`src/rtl/fifo_ctrl_pkg.sv`:
```
// Shared definitions for the FIFO access controller: default sizing
// constants and the drain FSM state type.
package fifo_ctrl_pkg;

   localparam int unsigned DEF_DATA_WIDTH = 4;
   localparam int unsigned DEF_ADDR_WIDTH = 2;
   localparam int unsigned DEF_BURST_LEN  = 4;

   typedef enum logic [1:0] {
      ST_IDLE = 2'd0,
      ST_READ = 2'd1,
      ST_WAIT = 2'd2,
      ST_DONE = 2'd3
   } drain_state_t;

endpackage

```
`src/rtl/rr_arbiter2.sv`:
```
// Two-way round-robin write arbiter. A sole requester wins; on contention
// the requester selected by ptr wins. enable blocks all grants (full/reset).
module rr_arbiter2 (
   input  logic req0,
   input  logic req1,
   input  logic ptr,
   input  logic enable,
   output logic gnt0,
   output logic gnt1
);

   // Purely combinational grant decode; grants are mutually exclusive
   always_comb begin
      gnt0 = enable & req0 & (~req1 | ~ptr);
      gnt1 = enable & req1 & (~req0 |  ptr);
   end

endmodule

```
`src/rtl/fifo_access_ctrl.sv`:
```
// FIFO access controller: arbitrates two writers into a FIFO, tracks its
// occupancy, and drains bursts of up to BURST_LEN words on request.
// Optional macro FIFO_AUTO_DRAIN_EN: also start a burst when the FIFO
// reaches DEPTH-1 words without a drain request.
module fifo_access_ctrl
   import fifo_ctrl_pkg::*;
#(
   parameter int unsigned DATA_WIDTH = DEF_DATA_WIDTH,
   parameter int unsigned ADDR_WIDTH = DEF_ADDR_WIDTH,
   parameter int unsigned BURST_LEN  = DEF_BURST_LEN
) (
   input  logic                  inClock,
   input  logic                  inReset,
   input  logic                  inReq0,
   input  logic                  inReq1,
   input  logic [DATA_WIDTH-1:0] inData0,
   input  logic [DATA_WIDTH-1:0] inData1,
   output logic                  outGnt0,
   output logic                  outGnt1,
   input  logic                  inDrainReq,
   output logic                  outFifoWriteEnable,
   output logic [DATA_WIDTH-1:0] outFifoData,
   output logic                  outFifoReadEnable,
   input  logic [DATA_WIDTH-1:0] inFifoData,
   output logic [DATA_WIDTH-1:0] outData,
   output logic                  outValid,
   output logic                  outDone,
   output logic [ADDR_WIDTH:0]   outLevel,
   output logic                  outBusy
);

   localparam int unsigned DEPTH = 2 ** ADDR_WIDTH;
   localparam int unsigned LW    = ADDR_WIDTH + 1;
   localparam int unsigned CW    = $clog2(BURST_LEN + 1);
   localparam logic [LW-1:0] LVL_FULL = LW'(DEPTH);
   localparam logic [CW-1:0] CNT_LOAD = CW'(BURST_LEN);
`ifdef FIFO_AUTO_DRAIN_EN
   localparam logic [LW-1:0] LVL_AUTO = LW'(DEPTH - 1);
`endif

   drain_state_t          state_q, state_d;
   logic [LW-1:0]         level_q, level_d;
   logic [CW-1:0]         cnt_q, cnt_d;
   logic                  ptr_q, ptr_d;
   logic [DATA_WIDTH-1:0] data_q, data_d;
   logic                  valid_q, valid_d;
   logic                  done_q, done_d;
   logic                  rd_en_q, rd_en_d;

   logic gnt0, gnt1, arb_en, wr_en, start;

   // Reset gating keeps the combinational grant path at 0 during reset
   assign arb_en = inReset & (level_q != LVL_FULL);

   rr_arbiter2 u_arb (
      .req0   (inReq0),
      .req1   (inReq1),
      .ptr    (ptr_q),
      .enable (arb_en),
      .gnt0   (gnt0),
      .gnt1   (gnt1)
   );

   assign wr_en              = (inReq0 & gnt0) | (inReq1 & gnt1);
   assign outGnt0            = gnt0;
   assign outGnt1            = gnt1;
   assign outFifoWriteEnable = wr_en;
   assign outFifoData        = gnt0 ? inData0 : (gnt1 ? inData1 : '0);
   assign outFifoReadEnable  = rd_en_q;
   assign outData            = data_q;
   assign outValid           = valid_q;
   assign outDone            = done_q;
   assign outLevel           = level_q;
   assign outBusy            = (state_q != ST_IDLE);

   // Burst start condition from IDLE
   always_comb begin
`ifdef FIFO_AUTO_DRAIN_EN
      start = (level_q != '0) && (inDrainReq || (level_q >= LVL_AUTO));
`else
      start = inDrainReq && (level_q != '0);
`endif
   end

   // Pointer hands priority to the other requester after every transfer
   always_comb begin
      ptr_d = ptr_q;
      if (gnt0)      ptr_d = 1'b1;
      else if (gnt1) ptr_d = 1'b0;
   end

   // Occupancy: write increments, read strobe decrements, both hold
   always_comb begin
      level_d = level_q;
      unique case ({wr_en, rd_en_q})
         2'b10:   if (level_q != LVL_FULL) level_d = level_q + LW'(1);
         2'b01:   if (level_q != '0)       level_d = level_q - LW'(1);
         default: level_d = level_q;
      endcase
   end

   // Drain FSM next state; WAIT looks at level_d so a concurrent write counts
   always_comb begin
      state_d = state_q;
      cnt_d   = cnt_q;
      data_d  = data_q;
      valid_d = 1'b0;
      done_d  = 1'b0;
      rd_en_d = 1'b0;
      unique case (state_q)
         ST_IDLE: if (start) begin
            state_d = ST_READ;
            cnt_d   = CNT_LOAD;
            rd_en_d = 1'b1;
         end
         ST_READ: state_d = ST_WAIT;
         ST_WAIT: begin
            data_d  = inFifoData;
            valid_d = 1'b1;
            cnt_d   = cnt_q - CW'(1);
            if ((cnt_d == '0) || (level_d == '0)) begin
               state_d = ST_DONE;
               done_d  = 1'b1;
            end else begin
               state_d = ST_READ;
               rd_en_d = 1'b1;
            end
         end
         ST_DONE: state_d = ST_IDLE;
         default: state_d = ST_IDLE;
      endcase
   end

   // All state and registered outputs; async reset aborts any burst
   always_ff @(posedge inClock or negedge inReset) begin
      if (!inReset) begin
         state_q <= ST_IDLE;
         level_q <= '0;
         cnt_q   <= '0;
         ptr_q   <= 1'b0;
         data_q  <= '0;
         valid_q <= 1'b0;
         done_q  <= 1'b0;
         rd_en_q <= 1'b0;
      end else begin
         state_q <= state_d;
         level_q <= level_d;
         cnt_q   <= cnt_d;
         ptr_q   <= ptr_d;
         data_q  <= data_d;
         valid_q <= valid_d;
         done_q  <= done_d;
         rd_en_q <= rd_en_d;
      end
   end

endmodule

```
`config.mk`:
```
export PLATFORM = sky130hd
export DESIGN_NAME = fifo_access_ctrl
export DESIGN_NICKNAME = d
export VERILOG_FILES = /design/src/rtl/fifo_ctrl_pkg.sv /design/src/rtl/rr_arbiter2.sv /design/src/rtl/fifo_access_ctrl.sv
export SDC_FILE = /design/constraint.sdc
export NUM_CORES = 1
export LEC_CHECK = 0
export BUFFER_PORTS_ARGS = -buffer_cell sky130_fd_sc_hd__buf_4
export CAP_MARGIN = 15
export CORE_UTILIZATION = 45
export CTS_BUF_LIST = sky130_fd_sc_hd__clkbuf_2
export CTS_CLUSTER_SIZE = 8
export DETAILED_ROUTE_END_ITERATION = 7
export PLACE_DENSITY = 0.77
export SYNTH_ARGS = -nofsm -noshare
export SYNTH_HDL_FRONTEND = slang
export SYNTH_SLANG_ARGS = --single-unit
```
`constraint.sdc`:
```
create_clock -name inClock -period 2.7 [get_ports inClock]
set_clock_uncertainty 0.2 [all_clocks]
set_input_delay 0.54 -clock inClock [delete_from_list [all_inputs] [get_ports inClock]]
set_output_delay 0.54 -clock inClock [all_outputs]
set_load 0.02 [all_outputs]
```
# Word-level counts from Yosys, hierarchy flattened
# Cells that the tools add are included.
dict set report classes {
  n_reduce_logical 10
  n_addsub 3
  mux 18
  n_bitwise 13
  n_eq_ne 7
}
# op count
set op_table {}
lappend op_table {{3-bit case mux with 2 select lines} 2}
lappend op_table {{3-bit 2-to-1 mux} 3}
lappend op_table {{4-bit 2-to-1 mux} 2}
lappend op_table {{2-bit case mux with 4 select lines} 1}
lappend op_table {{1-bit bitwise AND} 7}
lappend op_table {{1-bit 2-to-1 mux} 7}
lappend op_table {{2-bit == test, second input constant} 3}
lappend op_table {{3-bit logical NOT} 2}
lappend op_table {{2-bit nonzero test} 3}
lappend op_table {{3-bit by 1-bit subtractor with 3-bit output, second input constant} 2}
lappend op_table {{2-bit by 1-bit == test with 1-bit output, second input constant} 2}
lappend op_table {{2-bit 2-to-1 mux} 2}
lappend op_table {{3-bit by 1-bit adder with 3-bit output, second input constant} 1}
lappend op_table {{3-bit inequality test, second input constant} 1}
lappend op_table {{1-bit inverter} 3}
lappend op_table {{1-bit OR} 3}
lappend op_table {{3-bit nonzero test} 1}
lappend op_table {{2-bit logical NOT} 1}
lappend op_table {{2-bit inequality test, second input constant} 1}
lappend op_table {{1-bit case mux with 2 select lines} 1}
lappend op_table {{2-bit AND reduction} 1}
lappend op_table {{1-bit logical AND} 1}
lappend op_table {{1-bit logical OR} 1}
dict set report word_totals {
  input_bits 17
  regBits 16
}

# Longest topological paths before layout
# Gate-level depths: netlist (run 1).
dict set report logic_depth {
  ltp_word 12
  depth_mapped 12
  depth_no_buf 10
}

# Cells and area by module
# Synthesis (run 1) repeated with hierarchy kept, for this count alone.
dict set report unflattened {
  hier_cells 98
  area_unflattened_um2 924.6
}
# module area_per_inst_um2 instances cells_per_inst
set modules_own_cells {}
lappend modules_own_cells {fifo_access_ctrl 903.4 1 93}
lappend modules_own_cells {rr_arbiter2 21.3 1 5}

# Least setup slack after synthesis (run 1)
# No wires, ideal clock.
dict set report synth_path {
  kind {register -> register}
  startpoint {reg level_q[0], in the netlist outLevel[0]}
  endpoint {reg rd_en_q, in the netlist outFifoReadEnable}
  stages_incl_launch_ff 13
  path_buffers 2
  period_less_slack_ps 3253
  t_arrival_ps 2927
  setup_slack_ps -553
  setup_time_ps 126
  cell_sequence {dfrtp_1 > inv_1 > ha_1 > a21boi_0 > and3_1 > clkbuf_1 > nor2_1 > ha_1 > buf_6 > nand2b_1 > a21oi_1 > o22ai_1 > o311a_1}
}
dict set report synth_via {
  elab_chain_cells 12
  elab_cells_between_ends 23
}
# element line
set synth_lines {}
lappend synth_lines {{start: declaration} fifo_access_ctrl.sv:42} ;# logic [LW-1:0] level_q, level_d;
lappend synth_lines {{start signal: assignment} fifo_access_ctrl.sv:147} ;# level_q <= level_d;
lappend synth_lines {{3-bit inequality test (*)} fifo_access_ctrl.sv:53} ;# assign arb_en = inReset & (level_q != LVL_FULL);
lappend synth_lines {{1-bit bitwise AND (*)} fifo_access_ctrl.sv:53}
lappend synth_lines {{1-bit bitwise AND (*) (2 in series)} rr_arbiter2.sv:15} ;# gnt1 = enable & req1 & (~req0 | ptr);
lappend synth_lines {{via outGnt1} fifo_access_ctrl.sv:19} ;# output logic outGnt1,
lappend synth_lines {{1-bit bitwise AND (*)} fifo_access_ctrl.sv:64} ;# assign wr_en = (inReq0 & gnt0) | (inReq1 & gnt1);
lappend synth_lines {{1-bit OR (*)} fifo_access_ctrl.sv:64}
lappend synth_lines {{2-bit by 1-bit == test with 1-bit output / 2-bit == test (equally long branches)} fifo_access_ctrl.sv:95} ;# unique case ({wr_en, rd_en_q})
lappend synth_lines {{3-bit case mux with 2 select lines (*)} fifo_access_ctrl.sv:95}
lappend synth_lines {{3-bit logical NOT (*)} fifo_access_ctrl.sv:121} ;# if ((cnt_d == '0) || (level_d == '0)) begin
lappend synth_lines {{1-bit logical OR (*)} fifo_access_ctrl.sv:121}
lappend synth_lines {{1-bit 2-to-1 mux (*)} fifo_access_ctrl.sv:121}
lappend synth_lines {{1-bit case mux with 2 select lines (*)} fifo_access_ctrl.sv:110} ;# unique case (state_q)
lappend synth_lines {{via rd_en_d} fifo_access_ctrl.sv:48} ;# logic rd_en_q, rd_en_d;
lappend synth_lines {{end signal: assignment} fifo_access_ctrl.sv:153} ;# rd_en_q <= rd_en_d;
lappend synth_lines {{end: declaration} fifo_access_ctrl.sv:48}
# Mark *: on every way through the listed nets, which the timed path passes. The rest lies on a longest branch.
# A chain may end at the register's enable or synchronous reset.

# Worst setup path in the final report (run 1)
dict set report layout_path {
  startpoint {reg level_q[1], in the netlist outLevel[1]}
  endpoint {reg rd_en_q, in the netlist outFifoReadEnable}
}
dict set report layout_via {
  elab_chain_cells 12
  elab_cells_between_ends 23
}
# element line
set layout_lines {}
lappend layout_lines {{3-bit inequality test} {fifo_access_ctrl.sv:53, fifo_access_ctrl.sv:96}}
lappend layout_lines {{1-bit bitwise AND} fifo_access_ctrl.sv:53}
lappend layout_lines {{1-bit bitwise AND, on equally long branches (2 in series)} {rr_arbiter2.sv:14, rr_arbiter2.sv:15}}
lappend layout_lines {{1-bit bitwise AND} fifo_access_ctrl.sv:64}
lappend layout_lines {{1-bit OR} fifo_access_ctrl.sv:64}
lappend layout_lines {{2-bit by 1-bit == test with 1-bit output / 2-bit == test (equally long branches)} fifo_access_ctrl.sv:95}
lappend layout_lines {{3-bit case mux with 2 select lines} fifo_access_ctrl.sv:95}
lappend layout_lines {{3-bit logical NOT} fifo_access_ctrl.sv:121}
lappend layout_lines {{1-bit logical OR} fifo_access_ctrl.sv:121}
lappend layout_lines {{1-bit 2-to-1 mux} fifo_access_ctrl.sv:121}
lappend layout_lines {{1-bit case mux with 2 select lines (*)} fifo_access_ctrl.sv:110}
lappend layout_lines {{via rd_en_d} fifo_access_ctrl.sv:48}
# Marked as above.

==> results, run 1 <==
- The endpoint of the most critical register-to-register path is outFifoReadEnable.
- The cell row count is 16.
- The setup slack at placement is around 0.026 ns.
- The I/O pin count is 35.
- The routed via count is roughly 900.
- The endpoint arrival time on the critical path is 2.52 ns.
- The tree is rooted in a sky130_fd_sc_hd__clkbuf_2.
- The wire-length estimate of the detail-placed layout is roughly 1900 microns.
- The layout-stage area growth over the synthesis result is 45.8%.
- The worst path meets setup with approximately 0.16 ns of slack.
- The effective utilization at floorplan is ~50%.
- The total power density per cell area is 1070 nW/um^2.
- Dividing the final minimum period by the clock period gives between 90 and 100%.
- For the pin with the worst max-slew slack, the measured transition is around 0.35 ns.
- The total overflow reported by the global router is 0.
- The critical path is of the register to register type.
- The max-cap check violation count is 0.
- Counting instances, the worst hold path has a depth of 3.
- VDD sags by at most between 0.0007 and 0.0008 V.
- The critical path runs through a total of 10 cells.
- The via count of the first global-routing pass is ~820.
- The analysis attributes to cell leakage a power of a little under 0.7 nW.
- CTS built an H-tree with a depth of 1.
- The die extent in y is about 48 microns.
- In this run, distinct cell masters in the synthesized netlist total 32.
- The cell count after synthesis came out at around 110.
- The fraction of final layout cells with drive strength greater than 1 is approximately 43%.
- The max-slew violation count is 0.
- The clock-pin slew on the worst setup and hold paths is roughly 0.15 ns.
- The remaining number of nets flagged by the antenna check after routing is 0.
- The mean instance size in the synthesized netlist is 9.16 sq um.
- Measured in cells, the most critical reg-to-reg path has a length of 10.
- Clock tree synthesis inserted a total of 3 buffers.
- Sequential elements use a little over two fifths of the synthesized area.
- The number of antenna violations at the first check in global routing is 0.
- In this run the most critical hold path is launched from inFifoData[3].
- For this run, the post-layout net count is 173.
- The number of optimization iterations in the first detailed-route pass is 4.
- Broken down by cell family, the worst path's largest delay share belongs to simple AND/OR/NAND/NOR gates.
- The time the worst path needs with I/O delays and setup is 2.54 ns.
- In the routed design, unresolved DRC markers number 0.
- The final estimated routing congestion in global placement is ~0.94.
- For hold timing, the worst endpoint is outData[3].
- The later pin in the worst-skew pair is clocked with a latency of about 0.28 ns.
- The clock passes through at most 2 buffers.
- Entering global routing, the biggest net connects 17 pins.
- Data on the critical path is required at its endpoint by between 2 and 3 ns.
- The number of antenna diodes is 0.
- The flow ran to the end, and the final reports show no timing, DRC or antenna violations.
- The die is ~48 microns wide.
- The hold violation total from the final report is 0.
- The slowest cell on the critical path is sky130_fd_sc_hd__dfrtp_2.
- When the netlist entered floorplanning its net count stood at roughly 130.
- The fmax is 0.394 GHz.
- Counting tap cells, the placed design contains a total of 169 instances.
- The worst register-to-register path begins at outLevel[1].
- The number of clock sinks is 16.
- The area enclosed by the die boundary is about 2300 sq um.
- The Yosys step of the flow raised 0 warnings.
- TritonCTS built the clock tree.
- The tightest min-delay check is of the input port to register type.
- The most numerous cell type found on the critical path is sky130_fd_sc_hd__ha_4.
- Once layout is done, the placed cells without fillers occupy between 1000 and 1500 sq um.
- The slack of the worst reg-to-reg path is 0.16 ns.
- Leaving out filler cells and counting taps, the final layout contains 175.
- The sum of buffers and inverters on the critical path is 1.
- The worst setup path is captured at a register.
- On the worst path, the slowest cell contributes a delay of between 0.4 and 0.5 ns.
- The global-route wire length before repair is around 3400 microns.
- For this block, the routed nets add up to ~2300 microns of wire.
- The average vias per placed instance is just over 5.
- STA classifies the critical path startpoint as a register.
- Dividing the detail-routed wire length by the instance count gives approximately 13 microns.
- Summing every instance area after synthesis gives between 900 and 1000 sq um.
- In the global route stage, overall resource usage came out at a little over a fifth.
- The relative slew slack is about three quarters.
- The worst hold margin is about 0.24 ns.
- The maximum net fanout on the critical path is 6.
- The total core area is between 1500 and 2000 sq um.
- The setup violation total in the final timing report is 0.
- Once placement finished, the instance area stood at approximately 1300 sq um.
- The port buffer count is 34.
- The first routing iteration left 12 violations.
- The signal on the critical path passes through inv_1 -> ha_4 -> a21boi_2 -> and3_4 -> or2_4 -> ha_4 -> nor2b_1 -> mux4_2 -> o221ai_4 -> o311a_1.
- The number of flip-flops and latches in the synthesized netlist is 16.
## synth_stat cells
cell | count | area, sq um
sky130_fd_sc_hd__nand2_1 | 18 | 67.6
sky130_fd_sc_hd__dfrtp_1 | 16 | 400
sky130_fd_sc_hd__nor2_1 | 8 | 30.0
sky130_fd_sc_hd__ha_1 | 7 | 87.6
sky130_fd_sc_hd__inv_1 | 7 | 26.3
sky130_fd_sc_hd__o21ai_0 | 5 | 25.0
sky130_fd_sc_hd__a21oi_1 | 4 | 20.0
sky130_fd_sc_hd__a22o_1 | 4 | 35.0
sky130_fd_sc_hd__nand2b_1 | 4 | 25.0
sky130_fd_sc_hd__nor2b_1 | 4 | 25.0
sky130_fd_sc_hd__and3_1 | 2 | 12.5
sky130_fd_sc_hd__clkbuf_1 | 2 | 7.51
sky130_fd_sc_hd__o21bai_1 | 2 | 15.0
sky130_fd_sc_hd__o22ai_1 | 2 | 12.5
sky130_fd_sc_hd__o31ai_1 | 2 | 15.0
sky130_fd_sc_hd__or2_2 | 2 | 12.5
sky130_fd_sc_hd__a21boi_0 | 1 | 7.51
sky130_fd_sc_hd__a22oi_1 | 1 | 7.51
sky130_fd_sc_hd__a31oi_1 | 1 | 6.26
sky130_fd_sc_hd__and2_0 | 1 | 6.26
sky130_fd_sc_hd__and3b_1 | 1 | 8.76
sky130_fd_sc_hd__buf_2 | 1 | 5.00
sky130_fd_sc_hd__buf_6 | 1 | 11.3
sky130_fd_sc_hd__clkinv_1 | 1 | 3.75
sky130_fd_sc_hd__mux4_2 | 1 | 22.5
sky130_fd_sc_hd__nand3b_1 | 1 | 7.51
sky130_fd_sc_hd__nand4_1 | 1 | 6.26
sky130_fd_sc_hd__o221ai_2 | 1 | 15.0
sky130_fd_sc_hd__o311a_1 | 1 | 10.0
sky130_fd_sc_hd__o31a_2 | 1 | 10.0
sky130_fd_sc_hd__o41ai_1 | 1 | 8.76
sky130_fd_sc_hd__xnor2_1 | 1 | 8.76
## final cells by class
| type | count | area [sq um] |
|---|---|---|
| Clock buffer | 3 | 15.0 |
| Clock inverter | 1 | 3.75 |
| Fill cell | 149 | 579 |
| Inverter | 8 | 30.0 |
| Multi-Input combinational cell | 77 | 592 |
| Sequential cell | 16 | 403 |
| Tap cell | 27 | 33.8 |
| Timing Repair Buffer | 43 | 325 |
## what timing repair did
item / 4_1_cts / 5_1_grt
setup buffers: 0 / 1
endpoints found under the hold margin: 16 / 0
hold buffers: 1 / 0
endpoints found under the setup margin: 0 / 3
resized for setup: 0 / 7
## worst max-delay path by stage
stage,slack [ns],to,from
global route,-0.03,outFifoReadEnable,outLevel[1]
finish,0.16,outFifoReadEnable,outLevel[1]
CTS,0.03,outFifoReadEnable,outLevel[1]
global placement,0.11,outFifoReadEnable,inReset
detailed placement,0.03,outDone,inReset
floorplan,0.001,outFifoReadEnable,outLevel[0]
## where the power goes
part	total, mW	internal [mW]	switching (mW)
Combinational	0.969	0.440	0.529
Clock	0.104	0.0322	0.0721
Sequential	0.426	0.348	0.0775
## stage by stage
| step | power [mW] | TNS (ns) | utilization, % |
|---|---|---|---|
| after floorplan | 1.04 | 0 | - |
| after global placement | 1.30 | 0 | 67.0 |
| after detailed placement | 1.35 | 0 | 67.0 |
| after CTS | 1.46 | 0 | 68.5 |
| after global routing | 1.62 | -0.0259 | 70.8 |
| final | 1.50 | 0 | 70.8 |
## sequential cells by signal, summed over array words and instances (netlist names)
register / flops
state_q: 2
outDone: 1
outFifoReadEnable: 1
outLevel: 3
cnt_q: 3
outValid: 1
ptr_q: 1
outData: 4
## worst register-to-register path: cells and delay by family (launching register included)
kind | cells | cell delay, ns
flip-flops | 1 | 0.44
multiplexers | 1 | 0.29
AND/OR/NAND/NOR | 3 | 0.55
adder cells (fa/ha/maj) | 2 | 0.35
buffers and inverters | 1 | 0.12
AO/OA/AOI/OAI | 3 | 0.49
## cell families (layout without fill, tap and decap cells)
group                      count (synthesis)  count (layout)  synth area share (%)
xor gates and xnor gates                   1               1                 0.910
AOI/OAI and AO/OA                         26              26                  19.5
muxes                                      1               1                  2.34
adders and majority gates                  7               7                  9.10
buffers and inverters                     12              55                  5.59
DFF                                       16              16                  41.6
and+or+nand+nor                           42              42                  20.9
## per-layer routing
layer,routed length [microns],GRT usage (%)
met1,989,25.8
met2,1240,38.4
met3,76,3.70
met4,0,5.00
met5,0,0
## cell usage in the layout, fill, tap and decap left out, types with 2 or more instances in the layout
cell type	count
sky130_fd_sc_hd__a21oi_1	3
sky130_fd_sc_hd__o21ai_0	4
sky130_fd_sc_hd__a22o_1	4
sky130_fd_sc_hd__dfrtp_2	2
sky130_fd_sc_hd__buf_4	42
sky130_fd_sc_hd__o31ai_1	2
sky130_fd_sc_hd__and3_4	2
sky130_fd_sc_hd__nand2_1	18
sky130_fd_sc_hd__o21bai_1	2
sky130_fd_sc_hd__ha_4	3
sky130_fd_sc_hd__nand2b_1	4
sky130_fd_sc_hd__nor2b_1	4
sky130_fd_sc_hd__dfrtp_1	14
sky130_fd_sc_hd__clkinv_1	2
sky130_fd_sc_hd__clkbuf_2	3
sky130_fd_sc_hd__inv_1	6
sky130_fd_sc_hd__nor2_1	7
sky130_fd_sc_hd__ha_1	4
No activity file was read; power rests on OpenSTA's default activity.
==> run 2, diff against run 1 <==
--- a/config.mk
+++ b/config.mk
@@ -5,13 +5,14 @@
 export SDC_FILE = /design/constraint.sdc
 export NUM_CORES = 1
 export LEC_CHECK = 0
+export ABC_CLOCK_PERIOD_IN_PS = 2700
 export BUFFER_PORTS_ARGS = -buffer_cell sky130_fd_sc_hd__buf_4
 export CAP_MARGIN = 15
 export CORE_UTILIZATION = 45
 export CTS_BUF_LIST = sky130_fd_sc_hd__clkbuf_2
 export CTS_CLUSTER_SIZE = 8
 export DETAILED_ROUTE_END_ITERATION = 7
-export PLACE_DENSITY = 0.77
+export PLACE_DENSITY_LB_ADDON = 0.1
 export SYNTH_ARGS = -nofsm -noshare
 export SYNTH_HDL_FRONTEND = slang
 export SYNTH_SLANG_ARGS = --single-unit
==> run 2 against run 1 <==
Non-clock buffer count increased by 1; sequential share of layout area fell by 0.43 points; total power increased by 1.3%; final cell count up 0.57%; largest power group unchanged.
==> results, run 2 (synthesis gave the netlist of run 1 again) <==
- The cell row count is 16 (unchanged).
- The global-route usage over all layers came to 21.1% (about the same).
- The clock-pin slew on the worst setup and hold paths came to 0.15 ns (about the same).
- The number of design-rule violations left by the first detailed-router iteration came to 16 (+4).
- The top layer used by detailed routing is met3.
- The total power density per cell area is 1070 nW/um^2 (-0.19%).
- The final estimated routing congestion in global placement was 0.900 (-4.4%).
- The final core area utilization is 71.8% (+1.1 points).
- The post-layout net count was 174 (+0.58%).
- Leaving out fill and tap cells, the most frequent cell in the layout is sky130_fd_sc_hd__buf_4.
- The type of the worst min-delay path is input port to register.
- The effective utilization at floorplan is 48.5% (unchanged).
- The largest net degree at the start of global routing is 17 (unchanged).
- The endpoint arrival time on the critical path is 2.67 ns (+0.15 ns).
- The clock network fraction of total power came to 7.1% (about the same).
- The die extent in y was 48.2 microns (unchanged).
- The layout-stage area growth over the synthesis result is 48.0%.
- The mean routed wirelength per cell is 13.4 microns (+1.9%).
- The time the worst path needs with I/O delays and setup is 2.68 ns (+0.140 ns).
- The type of element launching the critical path is a register.
- The I/O pin count is 35 (unchanged).
- The internal power contribution was 829 uW (+1.0%).
- The run finished with clean final reports.
- The total overflow reported by the global router is 0 (unchanged).
- The relative slew slack came to 73.3% (-3.6 points).
- In the layout the commonest cells are sky130_fd_sc_hd__buf_4, sky130_fd_sc_hd__nand2_1, sky130_fd_sc_hd__dfrtp_1, sky130_fd_sc_hd__nor2_1, sky130_fd_sc_hd__inv_1.
- The net switching fraction of the power is 45.4% (+0.15 points).
- The total non-filler cell area in the finished layout came to 1420 sq um (+1.5%).
- The worst ir drop on vdd is 0.000774 V (+3.7%).
- The setup violation total in the final timing report is 0 (unchanged).
- The width of the die came to 48.2 microns (unchanged).
- The max-slew violation count is 0 (unchanged).
- The source of the worst register-to-register timing path is outLevel[0].
- The hold violation total from the final report is 0 (unchanged).
- The reported leakage power is 0.691 nW (+1.8%).
- The number of clock buffers inserted by TritonCTS came to 3 (unchanged).
- The area enclosed by the die boundary is 2330 sq um (unchanged).
- The total core area is 1980 sq um (unchanged).
- The DRC violation count after routing is 0 (unchanged).
- The remaining number of nets flagged by the antenna check after routing came to 0 (unchanged).
- The port buffer count is 34 (unchanged).
- By startpoint and endpoint, the worst setup path is classified as register to register.
- The number of antenna violations at the first check in global routing is 0 (unchanged).
- The worst hold path cell count came to 3 (unchanged).
- Setup repair after global routing could not meet its margin everywhere.
- The number of antenna diodes is 0 (unchanged).
- The endpoint of the worst hold path is outData[2].
- The number of optimization iterations in the first detailed-route pass is 4 (unchanged).
- The required time of the critical path is 2.69 ns (about the same).
- The final critical-path share of the clock period was 99.2% (+5.2 points).
- The routed via count is 934 (+4.0%).
- The switching power total is 690 uW (+1.7%).
- The max-cap check violation count is 0 (unchanged).
- The buffer depth of the longest clock path is 2 (unchanged).
- The number of clock sinks is 16 (unchanged).
- The detailed-routed wire length on met3 came to 121 microns (+59%).
- The total wirelength of the detailed-routed design is 2370 microns (+2.5%).
- The part of the power in registers came to 27.9% (-0.5 points).
- The maximum net fanout on the critical path is 7 (+1).
- The number of cells on the worst reg-to-reg path is 10 (unchanged).
- The placed wire-length estimate is 1760 microns (-5.7%).
- The slew of the pin with the lowest slew margin came to 0.400 ns (+0.0539 ns).
- The routed metal-1 wire length came to 957 microns (-3.2%).
- The root buffer cell is sky130_fd_sc_hd__clkbuf_2.
- The average vias per placed instance was 5.31 (+3.4%).
- The number of flip-flops in the largest register was 4 (unchanged).
- The global-route wire length before repair is 3400 microns (unchanged).
- The slack of the worst reg-to-reg path is 0.02 ns (-0.14 ns).
- The routed length on met2 is 1290 microns (+3.7%).
- The insertion delay of the later-clocked pin in the worst-skew pair came to 0.29 ns (about the same).
- The startpoint of the lowest-slack hold path is inFifoData[2].
- The via count of the first global-routing pass is 841 (+2.7%).
- TritonCTS built the clock tree.
- The fraction of power consumed by combinational cells is 65.0% (+0.4 points).
- The total placed instance area is 1340 sq um (+0.57%).
- The fmax came to 0.373 GHz (-5.2%).
- The worst setup path is captured at a register.
- The fraction of final layout cells with drive strength greater than 1 was 44.3% (+1.7 points).
- The depth of the CTS H-tree was 1 (unchanged).
- The endpoint of the most critical register-to-register path is outFifoReadEnable.
-- run 2: changes by cell type in the layout (fill, tap and decap cells not counted) --
cell,before,now
sky130_fd_sc_hd__a21boi_2,1,0
sky130_fd_sc_hd__a21boi_4,0,1
sky130_fd_sc_hd__buf_6,0,1
sky130_fd_sc_hd__inv_1,6,5
sky130_fd_sc_hd__inv_2,1,2
sky130_fd_sc_hd__nor2_1,7,6
sky130_fd_sc_hd__nor2_2,1,2
-- run 2: layer usage --
metal,global-route usage (%),vias up
li1,-,447
met4,2.78,0
met3,6.67,0
met5,0,-
met1,27.0,453
met2,36.0,34
-- run 2: what timing repair did --
action | CTS | global route
resized for setup | 2 | 8
endpoints found under the hold margin | 16 | 0
pin swaps | 1 | 7
buffers inserted | 1 | 0
endpoints found under the setup margin | 1 | 7
hold buffers | 1 | 0
-- run 2: metrics by stage --
step / instances / TNS (ns) / worst slack, ns / total power, mW / hold slack, ns
2_1_floorplan: 105 / 0 / 0.00106 / 1.04 / 0.0444
3_3_place_gp: 170 / -0.00194 / -0.00194 / 1.30 / 0.258
3_5_place_dp: 170 / -0.0693 / -0.0498 / 1.34 / 0.270
4_1_cts: 176 / 0 / 0.0124 / 1.45 / 0.218
5_1_grt: 176 / -0.0897 / -0.0897 / 1.64 / 0.225
6_report: 176 / 0 / 0.0213 / 1.52 / 0.223
-- run 2: worst max path at each step --
stage                      from                end  slack (ns)  cells after the start
floorplan           outLevel[0]  outFifoReadEnable       0.001                     12
global placement        inReset  outFifoReadEnable      -0.002                      9
detailed placement      inReset  outFifoReadEnable       -0.05                      9
CTS                 outLevel[1]  outFifoReadEnable        0.01                     11
global route        outLevel[0]  outFifoReadEnable       -0.09                     10
finish              outLevel[0]  outFifoReadEnable        0.02                     10
-- run 2: final cells by class --
cell class                      instances  area, sq um
Multi-Input combinational cell         77          602
Fill cell                             150          558
Sequential cell                        16          403
Timing Repair Buffer                   44          337
Tap cell                               27         33.8
Inverter                                8         30.0
Clock buffer                            3         15.0
Clock inverter                          1         3.75
-- run 2: critical path: stages, from the launching register on --
cell and delay [ns]:
sky130_fd_sc_hd__dfrtp_2 0.44, sky130_fd_sc_hd__inv_2 0.08, sky130_fd_sc_hd__ha_4 0.18, sky130_fd_sc_hd__a21boi_4 0.07, sky130_fd_sc_hd__and3_4 0.17, sky130_fd_sc_hd__buf_6 0.11, sky130_fd_sc_hd__or2_4 0.25, sky130_fd_sc_hd__ha_4 0.19
sky130_fd_sc_hd__a22oi_1 0.36, sky130_fd_sc_hd__o221ai_4 0.15, sky130_fd_sc_hd__o311a_1 0.36
-- run 2: power by group through the flow --
stage	Clock (mW)	Combinational (mW)	Sequential, mW
after global routing	0.118	1.08	0.437
after detailed placement	0	0.915	0.423
after floorplan	0	0.547	0.498
after global placement	0	0.886	0.416
after CTS	0.110	0.926	0.419
final	0.108	0.987	0.424
